[config.mk]
export PLATFORM = sky130hd
export DESIGN_NAME = ttl_74299_sync_flat
export DESIGN_NICKNAME = d
export VERILOG_FILES = /design/src/rtl/ttl_74299_sync_if.sv /design/src/rtl/ttl_74299_sync.sv /design/src/flat_wrapper.sv
export SDC_FILE = /design/constraint.sdc
export NUM_CORES = 1
export LEC_CHECK = 0
export ABC_AREA = 1
export BUFFER_PORTS_ARGS = -buffer_cell sky130_fd_sc_hd__buf_2
export CAP_MARGIN = 5
export CORE_MARGIN = 4
export CORE_UTILIZATION = 39
export CTS_CLUSTER_DIAMETER = 60
export CTS_CLUSTER_SIZE = 28
export DETAILED_ROUTE_END_ITERATION = 7
export HOLD_SLACK_MARGIN = 0.1
export PLACE_DENSITY_LB_ADDON = 0.1
export SYNTH_ARGS = -nofsm -noshare
export SYNTH_HDL_FRONTEND = slang
export SYNTH_SLANG_ARGS = --single-unit
[constraint.sdc]
create_clock -name Clk -period 0.9 [get_ports Clk]
set_clock_uncertainty 0.1 [all_clocks]
set_input_delay 0.09 -clock Clk [delete_from_list [all_inputs] [get_ports Clk]]
set_output_delay 0.09 -clock Clk [all_outputs]
set_load 0.01 [all_outputs]
[src/rtl/ttl_74299_sync_if.sv]
// Bus bundle for ttl_74299_sync: mode/enable/serial controls in, register contents out.
// master drives the controls and the parallel bus; slave is the register itself.
interface ttl_74299_sync_if #(
    parameter int WIDTH = 8
);
    logic             S0;
    logic             S1;
    logic             OE1_bar;
    logic             OE2_bar;
    logic             DSR;
    logic             DSL;
    logic [WIDTH-1:0] IO_in;
    logic [WIDTH-1:0] IO_out;
    logic             IO_oe;
    logic             Q0;
    logic             Q7;

    modport master (
        output S0,
        output S1,
        output OE1_bar,
        output OE2_bar,
        output DSR,
        output DSL,
        output IO_in,
        input  IO_out,
        input  IO_oe,
        input  Q0,
        input  Q7
    );

    modport slave (
        input  S0,
        input  S1,
        input  OE1_bar,
        input  OE2_bar,
        input  DSR,
        input  DSL,
        input  IO_in,
        output IO_out,
        output IO_oe,
        output Q0,
        output Q7
    );
endinterface

[src/rtl/ttl_74299_sync.sv]
// Clocked 74LS299-style universal shift/storage register: hold, shift right/left,
// parallel load, synchronous active-low clear, combinational bus output enable.
module ttl_74299_sync #(
    parameter int WIDTH      = 8,
    parameter int DELAY_RISE = 0,
    parameter int DELAY_FALL = 0
) (
    input logic              Clk,
    input logic              Clear_bar,
    ttl_74299_sync_if.slave  bus
);

    // Output delays are a simulation-only notion; this rendition is zero-delay.
    if (DELAY_RISE < 0 || DELAY_FALL < 0) begin : g_bad_delay
        $error("ttl_74299_sync: DELAY_RISE/DELAY_FALL must be non-negative");
    end

    logic [WIDTH-1:0] r_q;
    logic [WIDTH-1:0] r_d;

    always_comb begin
        r_d = r_q;
        unique case ({bus.S1, bus.S0})
            2'b00: r_d = r_q;
            2'b01: r_d = {r_q[WIDTH-2:0], bus.DSR};
            2'b10: r_d = {bus.DSL, r_q[WIDTH-1:1]};
            2'b11: r_d = bus.IO_in;
            default: r_d = r_q;
        endcase
    end

    always_ff @(posedge Clk) begin
        if (!Clear_bar) begin
            r_q <= '0;
        end else begin
            r_q <= r_d;
        end
    end

    assign bus.IO_out = r_q;
    assign bus.Q0     = r_q[0];
    assign bus.Q7     = r_q[WIDTH-1];
    // Released during load so an external driver can own the bus.
    assign bus.IO_oe  = ~bus.OE1_bar & ~bus.OE2_bar & ~(bus.S1 & bus.S0);

endmodule

[src/flat_wrapper.sv]
// flat-port wrapper written by rule: the top's interface ports become plain ports
module ttl_74299_sync_flat 
#(
    parameter int WIDTH      = 8,
    parameter int DELAY_RISE = 0,
    parameter int DELAY_FALL = 0
)
  (Clk, Clear_bar, bus_S0, bus_S1, bus_OE1_bar, bus_OE2_bar, bus_DSR, bus_DSL, bus_IO_in, bus_IO_out, bus_IO_oe, bus_Q0, bus_Q7);
  ttl_74299_sync_if #(.WIDTH(WIDTH)) bus_i ();
  input logic Clk;
  input logic Clear_bar;
  input wire logic [$bits(bus_i.S0)-1:0] bus_S0;
  input wire logic [$bits(bus_i.S1)-1:0] bus_S1;
  input wire logic [$bits(bus_i.OE1_bar)-1:0] bus_OE1_bar;
  input wire logic [$bits(bus_i.OE2_bar)-1:0] bus_OE2_bar;
  input wire logic [$bits(bus_i.DSR)-1:0] bus_DSR;
  input wire logic [$bits(bus_i.DSL)-1:0] bus_DSL;
  input wire logic [$bits(bus_i.IO_in)-1:0] bus_IO_in;
  output wire logic [$bits(bus_i.IO_out)-1:0] bus_IO_out;
  output wire logic [$bits(bus_i.IO_oe)-1:0] bus_IO_oe;
  output wire logic [$bits(bus_i.Q0)-1:0] bus_Q0;
  output wire logic [$bits(bus_i.Q7)-1:0] bus_Q7;
  assign bus_i.S0 = bus_S0;
  assign bus_i.S1 = bus_S1;
  assign bus_i.OE1_bar = bus_OE1_bar;
  assign bus_i.OE2_bar = bus_OE2_bar;
  assign bus_i.DSR = bus_DSR;
  assign bus_i.DSL = bus_DSL;
  assign bus_i.IO_in = bus_IO_in;
  assign bus_IO_out = bus_i.IO_out;
  assign bus_IO_oe = bus_i.IO_oe;
  assign bus_Q0 = bus_i.Q0;
  assign bus_Q7 = bus_i.Q7;
  ttl_74299_sync #(.WIDTH(WIDTH), .DELAY_RISE(DELAY_RISE), .DELAY_FALL(DELAY_FALL)) u_core (.Clk(Clk), .Clear_bar(Clear_bar), .bus(bus_i));
endmodule
==> metrics, run 1 <==
result of the run finished, violations left; failing checks negative setup slack; length of the first detailed-routing pass in iterations 4; fraction of post-synthesis cell area in the top cell type by area 0.283; violation count after the first detailed-route iteration 13; WHS 0.0263 ns; layer carrying the most global-route usage met2; effective utilization at floorplan 0.425; Rel. slew slack 0.852; main area contributors after synthesis dfxtp_1 28%, nor2_1 13%, nand3_1 9.7%, nand2_1 9.3%, inv_1 7.3%; critical path, cell by cell buf_6; total stage count of the critical path 1; leakage power figure 0.000473 uW; depth of the worst register-to-register path 5; Mapped Nets 102; clock sinks 8; Power Density 1170 nW/um^2; number of cell rows 13; critical path arrival 0.72 ns; unrepaired setup endpoints after global routing true; GR Util All Layers 0.155; Synth cell types 17; CTS Hold Buffers Added 1; maximum number of pins on one net before global-route repair 14; wire length reported by the detailed router 1440 microns; Global Route met1 Usage 0.198; final number of max-transition violations 0; Synth Cell Area 567 sq um; Post-Syn Instances 86; Skew-Pair Late Insertion Delay between 0.2 and 0.3 ns; total half-perimeter wirelength after legalization and detailed placement roughly 1100 microns; area overhead of the layout relative to synthesis 54.3%; via count of the first global-routing pass 566; number of clock buffers inserted by TritonCTS 3; Via Count about 640; DRC 0; final worst slack -0.0116 ns; top achievable clock speed between 1 and 1.5 GHz; part of the cycle the worst path needs 1.01; Critical Path Slowest Stage Cell dfxtp_4; H-Tree Depth 1; CP peak stage delay roughly 0.36 ns; chip width between 40 and 50 microns; most area-hungry cell type in the Yosys netlist dfxtp_1; CTS tree done; share of final-layout standard cells stronger than drive strength 1 0.500; sequential area share after synthesis 0.283; post-synthesis sequential element count 8; first-pass GRT wire length between 2000 and 2500 microns; detailed-route wire length per cell 10.5 microns; number of max-capacitance violations reported 0; mean instance size in the synthesized netlist 6.59 sq um; post-layout minimum cycle time just over 0.9 ns; Critical Path End Type primary output; Worst VDD drop 469 uV; leftover overflow at the end of global routing 0; WP data required just over 0.7 ns; Setup CP Type flip-flop to primary output; Final setup violation count 9; Die Span Y between 40 and 50 microns; Vias per Instance 4.68; Critical path buffers and inverters 1; Worst Path Max Fanout 4; number of antenna violations at the first check in global routing 0; Cells on Worst Hold Path 3; Total Die Area 2130 sq um; met3 demand-to-capacity share in global routing 0.0469; Synth warnings 0; critical path startpoint category flip-flop; core region area roughly 1300 sq um; slew of the pin with the lowest slew margin 0.219 ns; setup slack at placement -0.0476 ns; count of antenna diodes in the layout 0; Worst-path clk slew 0.06 ns; highest-count cells in the layout ignoring fill and taps 19 x nor2_1, 18 x buf_2, 12 x nand2_1, 11 x nand3_1; flip-flop count of the largest register, all copies and words added 8; utilization after layout 0.656; number of I/O pins 27; Crit path max-delay family flip-flops; met2 layer usage reported by global route 0.236; count of final hold-check violations 0; Post-layout nets 140; Clock Tree Root clkbuf_4; Post-DRT Antenna Nets 0; CTS max path bufs 2; count of input and output buffers 26; global placement routability congestion just under 0.8; worst hold-check path type input pin to flip-flop; most frequent standard cell in the layout excluding fill and tap cells nor2_1
## cell type report
cell class	instances	area (sq um)
flip-flops and latches	8	180
inverters	13	56.3
well taps	15	18.8
clock buffers	3	22.5
fillers	120	459
multi-input cells	60	304
repair buffers	38	293
## power breakdown
group	switching, uW	leakage, uW	internal (uW)	total [uW]
clock network	126	0.0000138	153	279
logic	154	0.000389	181	335
registers	30.2	0.0000701	383	413
total	310	0.000473	717	1030
## synthesized netlist by cell type
master    number
inv_8          1
o21ai_1        5
o21ai_0        1
inv_2          1
nand3_2        4
o21bai_1       2
nand2_1       14
o21ai_2        1
buf_6          1
a21oi_2        1
buf_4          3
nand2_4        1
nor2_1        20
nand3_1       11
buf_12         1
inv_1         11
dfxtp_1        8
## cells by family (layout without fill, tap and decap cells)
kind of cell / after synthesis / count (layout) / share of synthesized area
DFF: 8 / 8 / 0.283
and+or+nand+nor: 50 / 50 / 0.413
buffers and inverters: 18 / 54 / 0.194
AOI/OAI and AO/OA: 10 / 10 / 0.110
## path summary, 6_finish.rpt
check                             from                    to  slack (ns)
hold reg to reg   u_core.bus.IO_out[0]  u_core.bus.IO_out[0]        0.42
hold / removal               Clear_bar  u_core.bus.IO_out[7]        0.03
setup / recovery  u_core.bus.IO_out[4]         bus_IO_out[4]       -0.01
setup reg to reg  u_core.bus.IO_out[2]  u_core.bus.IO_out[1]           0
## through the flow
stage	setup TNS (ns)	instance area, sq um	instances	total power (uW)
2_1_floorplan	0	567	86	585
3_3_place_gp	-0.258	719	128	679
3_5_place_dp	-0.285	719	128	682
4_1_cts	-0.103	843	137	1030
5_1_grt	-0.556	875	137	1100
6_report	-0.0600	875	137	1030
## repair_timing
action | in CTS | in global routing
setup endpoints to repair | 10 | 17
buffers inserted | 5 | 0
endpoints found under the hold margin | 8 | 7
gates resized for setup | 15 | 11
cloned | 0 | 0
pin swaps | 1 | 9
## layer usage
layer  vias up  wire length, microns
met3         2                   117
li1        339                     -
met1       275                   659
met5         -                     0
met4         0                    10
met2        25                   650
(Power assumes the default switching activity.)
==> inputs of run 2 (changes only) <==
--- a/config.mk
+++ b/config.mk
@@ -5,14 +5,13 @@
 export SDC_FILE = /design/constraint.sdc
 export NUM_CORES = 1
 export LEC_CHECK = 0
-export ABC_AREA = 1
 export BUFFER_PORTS_ARGS = -buffer_cell sky130_fd_sc_hd__buf_2
 export CAP_MARGIN = 5
-export CORE_MARGIN = 4
-export CORE_UTILIZATION = 39
+export CORE_AREA = 4 4 41 43
 export CTS_CLUSTER_DIAMETER = 60
 export CTS_CLUSTER_SIZE = 28
 export DETAILED_ROUTE_END_ITERATION = 7
+export DIE_AREA = 0 0 45 47
 export HOLD_SLACK_MARGIN = 0.1
 export PLACE_DENSITY_LB_ADDON = 0.1
 export SYNTH_ARGS = -nofsm -noshare
==> run 2 against run 1 <==
Against the previous run:
- the flow still finishes with violations (negative setup slack)
- critical path type unchanged
- sequential share of layout area is 2.2 points higher
- sequential power shrank 3%
- critical path depth unchanged
- fmax down 0.49%
- flip-flop and latch count stayed put
- utilization is 6.6 points lower
- die area decreased by 0.57%
- first-iteration DRC count shrank 85%
- setup slack got worse by 0.0045 ns
- routed wire length fell by 18%
- synthesized cell count is 53% lower
==> metrics, run 2 <==
violation count after the first detailed-route iteration 2; GR Util All Layers 0.123; number of I/O pins 27; Critical Path End Type primary output; CTS max path bufs 2; met3 demand-to-capacity share in global routing 0.0268; fraction of post-synthesis cell area in the top cell type by area 0.366; multi-input combinational cell area ~230 sq um; Critical path buffers and inverters 1; mean instance size in the synthesized netlist 10.9 sq um; part of the cycle the worst path needs 1.02; Post-Syn Instances 40; cell with the most instances after synthesis mux2i_1; layer carrying the most global-route usage met2; DRC 0; Worst VDD drop 646 uV; number of antenna violations at the first check in global routing 0; critical path startpoint category flip-flop; H-Tree Depth 1; number of max-capacitance violations reported 0; count of input and output buffers 26; met2 layer usage reported by global route 0.192; post-synthesis sequential element count 8; Power Density 1230 nW/um^2; result of the run finished, violations left; Rel. slew slack 0.780; Post-DRT Antenna Nets 0; count of antenna diodes in the layout 0; core region area ~1300 sq um; critical path, cell by cell buf_6; Critical Path Slowest Stage Cell dfxtp_2; chip width 45 microns; wire length reported by the detailed router 1190 microns; maximum number of pins on one net before global-route repair 13; failing checks negative setup slack; post-layout power 943 uW; setup slack at placement -0.0119 ns; length of the first detailed-routing pass in iterations 2; Global Route met1 Usage 0.156; highest-count cells in the layout ignoring fill and taps 18 x buf_6, 16 x mux2i_1, 16 x buf_2, 8 x o22ai_1, 6 x dfxtp_2; flip-flop count of the largest register, all copies and words added 8; leftover overflow at the end of global routing 0; detailed-route wire length per cell 13.2 microns; Sequential Area 175 sq um; global placement routability congestion 0.644; share of final-layout standard cells stronger than drive strength 1 0.653; Via Count 441; critical path arrival 0.73 ns; CTS tree done; post-synthesis async set-or-reset flop share 0; Crit path max-delay family flip-flops; Vias per Instance ~5; sequential area share after synthesis 0.366; Synth Cell Area 438 sq um; unrepaired setup endpoints after global routing true; worst hold-check path type input pin to flip-flop; Die Span Y 47 microns; most area-hungry cell type in the Yosys netlist dfxtp_1; slew of the pin with the lowest slew margin 0.330 ns; Post-layout nets 93; final worst slack -0.0161 ns; top achievable clock speed 1.09 GHz; area overhead of the layout relative to synthesis 75.1%; most frequent standard cell in the layout excluding fill and tap cells buf_6; Clock Tree Root clkbuf_4; Skew-Pair Late Insertion Delay 0.25 ns; total half-perimeter wirelength after legalization and detailed placement 764 microns; leakage power figure 0.000379 uW; Synth cell types 10; Setup CP Type flip-flop to primary output; effective utilization at floorplan 0.337; most common flop cell mapped by yosys dfxtp_1; count of final hold-check violations 0; number of clock buffers inserted by TritonCTS 3; top cell types by occurrence after synthesis 16 x mux2i_1, 8 x dfxtp_1, 8 x o22ai_1; via count of the first global-routing pass 424; Worst-path clk slew 0.05 ns; post-layout minimum cycle time between 0.9 and 1 ns; Total Die Area 2120 sq um; final number of max-transition violations 0; Synth warnings 0; final-layout fill cell count 126; CP peak stage delay 0.36 ns; clock sinks 8; number of enable-type register cells in the synthesized netlist 0; Mapped Nets 56; Worst Path Max Fanout 3; main area contributors after synthesis dfxtp_1 37%, mux2i_1 37%, o22ai_1 11%, buf_12 4.6%, buf_4 3.4%; Final setup violation count 9; number of cell rows 13; first-pass GRT wire length 1840 microns; WP data required 0.71 ns
## run 2: changes by cell type after synthesis, sizes merged, moves of 7 or more
cell	before	now
o22ai	0	8
nor2	20	0
nand3	15	0
o21ai	7	0
nand2	15	1
mux2i	0	16
inv	13	0
## run 2: logic make-up after synthesis
family / count (synthesis) / synth area share
flops: 8 / 0.366
buf+inv: 5 / 0.114
compound gates: 9 / 0.131
simple gates: 2 / 0.0229
mux: 16 / 0.366
## run 2: path summary, 6_finish.rpt
path,end,slack [ns],depth (start not counted),start
worst max register to register,u_core.bus.IO_out[1],-0.01,3,u_core.bus.IO_out[0]
worst min-delay path,u_core.bus.IO_out[0],0.001,3,bus_IO_in[0]
worst min register to register,u_core.bus.IO_out[1],0.49,2,u_core.bus.IO_out[1]
worst max-delay path,bus_IO_out[4],-0.02,1,u_core.bus.IO_out[4]
## run 2: metal layers
metal / up-vias / wire, microns
li1: 224 / -
met1: 202 / 491
met4: 0 / 0
met5: - / 0
met3: 0 / 90
met2: 15 / 603
## run 2: stage by stage
step / TNS (ns) / instances / utilization / hold slack (ns) / instance area (sq um)
2_1_floorplan: 0 / 40 / - / 0.108 / 443
3_3_place_gp: 0 / 77 / 0.432 / 0.282 / 562
3_5_place_dp: -0.0171 / 77 / 0.432 / 0.277 / 562
4_1_cts: -0.125 / 90 / 0.563 / 0.0130 / 732
5_1_grt: -0.436 / 90 / 0.589 / 0.00995 / 767
6_report: -0.0770 / 90 / 0.589 / 0.000974 / 767
## run 2: final cells by class
class	instances	area share
Tap cell	15	0.0245
Clock buffer	3	0.0294
Timing Repair Buffer	37	0.414
Sequential cell	8	0.228
Multi-Input combinational cell	27	0.303
## run 2: what timing repair did
| item | 4_1_cts | 5_1_grt |
|---|---|---|
| pin swaps | 2 | 4 |
| endpoints found under the setup margin | 11 | 18 |
| hold endpoints to repair | 8 | 8 |
| gates resized for setup | 19 | 9 |
| buffers inserted | 10 | 0 |
## run 2: power by group
part	switching [uW]	leakage (uW)	total, uW	internal [uW]
logic	98.9	0.000296	264	165
registers	23.9	0.0000694	402	378
clock network	124	0.0000138	277	153
total	247	0.000379	943	696
